## src/rtl/ccd_word_packer.sv

```systemverilog
// Packs the CCD grayscale pixel stream into 16*LANES-bit words, one frame of WORDS words per start.
// Optional build macro PACKER_INVERT_EN stores inverted pixels (white-on-black).
module ccd_word_packer #(
   parameter int PIX_W  = 12,
   parameter int LANES  = 16,
   parameter int WORDS  = 49,
   parameter int ADDR_W = 7
) (
   input  logic                  clk,
   input  logic                  rst,
   input  logic                  start,
   input  logic                  sof,
   input  logic                  pix_val,
   input  logic [PIX_W-1:0]      pix_data,
   output logic                  dmem_wren,
   output logic [ADDR_W-1:0]     dmem_wraddr,
   output logic [16*LANES-1:0]   dmem_wrdata,
   output logic                  busy,
   output logic                  done,
   output logic                  sof_err
);
   localparam int CNT_W = (LANES > 1) ? $clog2(LANES) : 1;

   typedef enum logic [1:0] {S_IDLE, S_ARMED, S_PACK, S_DONE} state_t;

   state_t                 state, state_nxt;
   logic [CNT_W-1:0]       lane_cnt, lane_idx;
   logic [ADDR_W-1:0]      addr, addr_cur;
   logic [LANES-1:0][15:0] asm_q, word_nxt;
   logic [15:0]            lane_val;
   logic                   take, rewind, finish, sof_hit, word_full, wr_last;

`ifdef PACKER_INVERT_EN
   assign lane_val = {{(16-PIX_W){1'b0}}, ~pix_data};
`else
   assign lane_val = {{(16-PIX_W){1'b0}}, pix_data};
`endif

   assign busy = (state == S_ARMED) || (state == S_PACK);

   always_ff @(posedge clk or posedge rst) begin
      if (rst) state <= S_IDLE;
      else     state <= state_nxt;
   end

   always_comb begin
      state_nxt = state;
      take      = 1'b0;
      rewind    = 1'b0;
      finish    = 1'b0;
      sof_hit   = 1'b0;
      if (start) begin
         state_nxt = S_ARMED;
         rewind    = 1'b1;
      end else begin
         case (state)
            S_ARMED: if (sof) begin
               state_nxt = S_PACK;
               rewind    = 1'b1;
               take      = pix_val;
            end
            // the final write cycle closes the frame; pixels and sof in it are dropped
            S_PACK: if (dmem_wren && wr_last) begin
               state_nxt = S_DONE;
               finish    = 1'b1;
            end else begin
               take = pix_val;
               if (sof) begin
                  rewind  = 1'b1;
                  sof_hit = (lane_cnt != '0) || (addr != '0);
               end
            end
            default: ;
         endcase
      end
      lane_idx           = rewind ? '0 : lane_cnt;
      addr_cur           = rewind ? '0 : addr;
      word_full          = take && (lane_idx == CNT_W'(LANES-1));
      word_nxt           = asm_q;
      word_nxt[lane_idx] = lane_val;
   end

   // Completed words move to the output register, so the assembly buffer is free the next cycle.
   always_ff @(posedge clk or posedge rst) begin
      if (rst) begin
         lane_cnt    <= '0;
         addr        <= '0;
         asm_q       <= '0;
         wr_last     <= 1'b0;
         dmem_wren   <= 1'b0;
         dmem_wraddr <= '0;
         dmem_wrdata <= '0;
         done        <= 1'b0;
         sof_err     <= 1'b0;
      end else begin
         dmem_wren <= 1'b0;
         if (start) begin
            done    <= 1'b0;
            sof_err <= 1'b0;
         end
         if (finish)  done    <= 1'b1;
         if (sof_hit) sof_err <= 1'b1;
         if (rewind) begin
            lane_cnt <= '0;
            addr     <= '0;
         end
         if (take) begin
            asm_q[lane_idx] <= lane_val;
            if (word_full) begin
               dmem_wren   <= 1'b1;
               dmem_wraddr <= addr_cur;
               dmem_wrdata <= word_nxt;
               lane_cnt    <= '0;
               wr_last     <= (addr_cur == ADDR_W'(WORDS-1));
               addr        <= (addr_cur == ADDR_W'(WORDS-1)) ? addr_cur : addr_cur + 1'b1;
            end else begin
               lane_cnt <= lane_idx + 1'b1;
            end
         end
      end
   end
endmodule
```

## config.mk

```make
export PLATFORM = sky130hd
export DESIGN_NAME = ccd_word_packer
export DESIGN_NICKNAME = d
export VERILOG_FILES = /design/src/rtl/ccd_word_packer.sv
export SDC_FILE = /design/constraint.sdc
export NUM_CORES = 1
export LEC_CHECK = 0
export ABC_AREA = 1
export BUFFER_PORTS_ARGS = -buffer_cell sky130_fd_sc_hd__buf_2
export CORE_UTILIZATION = 32
export DETAILED_ROUTE_END_ITERATION = 8
export HOLD_SLACK_MARGIN = 0.03
export SLEW_MARGIN = 20
export SYNTH_ARGS = -nofsm -noshare
export SYNTH_HDL_FRONTEND = slang
export SYNTH_SLANG_ARGS = --single-unit
```

## constraint.sdc

```tcl
create_clock -name clk -period 21.9 [get_ports clk]
set_input_delay 4.38 -clock clk [delete_from_list [all_inputs] [get_ports clk]]
set_output_delay 4.38 -clock clk [all_outputs]
set_load 0.01 [all_outputs]
```

==> impl_results.md <==
* CTS Root Cell: clkbuf_16
* Tcrit/Tclk final at 34.4%
* Buffers and inverters on the worst path at 3
* CTS resizes at 0
* Mean Syn Cell Area at around 8.2 um2
* Syn Inst Count at 2606
* Syn_nets at 2631
* Asr flop ratio synth at 100%
* Post-CTS Hold Fix Bufs at 0
* Width of the die at 261 um
* Total CTS buffers at between 50 and 60
* Final Max Slew Viols at 0
* Outcome: complete, but fails checks
* Number of synthesized flops with an enable pin at 0
* Number of distinct library cells after synthesis at 27
* Final Skew at 0.0190 ns
* GP Congestion at 0.790
* Final Hold Violating Endpoints at 0
* Startpoint types: primary input
* Fin crit period at around 7.5 ns
* Max_cap viols at 0
* Cell Chain, Critical Path: buf_2, nand2_1, nand2_1, nand2_2, nand2_1, nor2_1, ha_1, nand2_2, nor2_4, buf_4, buf_4, o21ai_0, nand2_1
* DR pass1 iterations at 9
* WHS Path Cells at 2
* VDD IR max at 0.0000559 V
* LEAKAGE at 0.0149 uW
* Hold Crit Class: register to register
* Max incr delay on CP at 0.79 ns
* Post-DRT Antenna Nets at 0
* Clk_lat worst skew at 0.61 ns
* Most common cell in the netlist: nand2_1
* Vias per std cell at 4.57
* Yosys reg bits at 520
* Setup ws final at 14.37 ns
* Post-CTS Setup Bufs at 0
* Critical Path Sink Type: register
* First-pass GRT wire length at just under 100000 um
* Post-Route WL at just over 60000 um
* Final setup viols at 0
* Yosys warns at 0
* Die Ht at roughly 260 um
* RSZ-0062 raised after global routing: false
* Pwr per Cell Area at approximately 81 nW/um2
* Ys flop type: dfrtp_1
* Ranking of synthesized cells by area: dfrtp_1 61%, nand2_1 27%, o21ai_0 3.0%, inv_1 1.9%, buf_2 1.9%
* Cell taking the most area after synthesis: dfrtp_1
* Post-synthesis sequential area ratio at 60.5%
* Area growth syn-to-layout at 17.6%
* IO Pins at 284
* Final net count at 2849
* Vias in the first global route at 16300
* Rel. slew slack at 30.3%
* Clk sinks at 520
* Core area at 66100 um2
* Critical-path top delay cell: buf_4
* Critical Path Most Common Cell: nand2_1
* Crit Path Class: primary input to register
* Max FO, Critical Path at 96
* Commonest cells in the netlist: 1536 x nand2_1, 520 x dfrtp_1, 129 x o21ai_0
* Delay-heaviest family, CP: buffers and inverters
* DR WL/cell at 16.7 um
* Layout cells sized above 1 at 14.3%
* Total die area at approximately 68000 um2
* R2R depth at 14
* Initial antenna violation count at 0
* Area share of the largest cell type after synthesis at 60.5%
* Worst-path clk slew at 0.06 ns
* Setup TNS at 0 ns
* Crit path required time at approximately 22 ns
* Dpl hpwl at 38300 um
* Critical Path AT at 8.06 ns
* Grt total ovfl at 0
* # rows at 94
* # diodes at 0
* CTS tree: yes
* Via count at 17100
* 1st-iter DRT viols at 1358
* Worst-margin pin slew at 1.05 ns
* Clock buffer depth at 3
* Failing checks: DRC
* Residual DRC at 11
* Place WS at 13.76 ns
* Mapped Area at 21500 um2
* H-tree lvl count at 2
* GRT Overall Usage at between 10% and 20%
* Maximum clock frequency at around 130 MHz
* Largest net degree at the start of global routing at 114
* WP depth at 13
* IO buf count at 283
* Initial Util at about a third
-- per-layer routing --
layer  global-route usage [%]  routed length [um]  up-vias  part of all wire (%)
li1                         -                   -     8324                     -
met2                     29.2               29000      382                    46
met4                     5.26                1560        0                   2.5
met3                     3.07                3030      104                   4.9
met1                     25.3               28800     8281                    46
met5                        0                   0        -                     0
-- state kept, by name (all words and copies together) (netlist names) --
name and cells:
addr 7, asm_q 240, dmem_wraddr 7, dmem_wrdata 256
dmem_wren 1, done 1, lane_cnt 4, sof_err 1
state 2, wr_last 1
-- path summary, 6_finish.rpt --
path	from	to	slack, ns
max	sof	dmem_wrdata[25]	14.37
min	asm_q[28]	asm_q[28]	0.47
max reg2reg	state[0]	dmem_wrdata[25]	17.60
min reg2reg	asm_q[28]	asm_q[28]	0.47
max in group asynchronous	rst	dmem_wrdata[140]	15.61
min in group asynchronous	rst	dmem_wrdata[230]	3.93
-- cells by family after synthesis --
logic type | after synthesis | share of synthesized area [%]
AND/OR/NAND/NOR | 1678 | 29.7
flip-flops | 520 | 60.5
buffers and inverters | 249 | 5.63
AO/OA/AOI/OAI | 146 | 3.46
adder cells (fa/ha/maj) | 8 | 0.466
XOR/XNOR | 5 | 0.204
-- final cells by class --
type	instances	area [um2]
inverters	112	438
fillers	6812	40800
multi-input cells	1837	7280
clock inverters	29	309
flip-flops and latches	520	13000
clock buffers	77	1630
repair buffers	297	1520
well taps	864	1080
-- report_power, final --
part,switching (uW),leakage [uW],internal (uW)
registers,7.50,0.00697,976
clock network,408,0.000952,582
logic,66.7,0.00701,13.4
-- through the flow --
stage | cell area, um2 | util [%] | power, uW | instances | hold WS [ns]
finish | 25300 | 38.2 | 2050 | 3736 | 0.465
global route | 25300 | 38.2 | 2120 | 3736 | 0.485
CTS | 25300 | 38.2 | 2080 | 3736 | 0.469
detailed placement | 23300 | 35.3 | 1080 | 3630 | 0.452
global placement | 23300 | 35.3 | 1080 | 3630 | 0.448
floorplan | 21500 | - | 1050 | 2606 | 0.436
-- placed cells by master, fill, tap and decap left out, types with 4 or more instances in the layout --
cell	instances
nand2_1	1536
dfrtp_1	520
buf_2	283
o21ai_0	129
inv_1	108
nor2_1	101
clkbuf_16	57
nand3_1	22
buf_4	14
clkbuf_8	13
clkinv_2	12
a21oi_1	11
ha_1	8
clkbuf_1	7
nand2_2	5
clkinv_4	5
bufinv_16	5
clkinvlp_4	5
nand4_1	4
-- worst register-to-register path, delay by kind of cell, from the launching register on --
family,cells,cell delay (ns)
buffers and inverters,3,1.68
adder cells (fa/ha/maj),2,0.59
AND/OR/NAND/NOR,8,1.33
AO/OA/AOI/OAI,1,0.24
flip-flops,1,0.37
(Power assumes the default switching activity.)
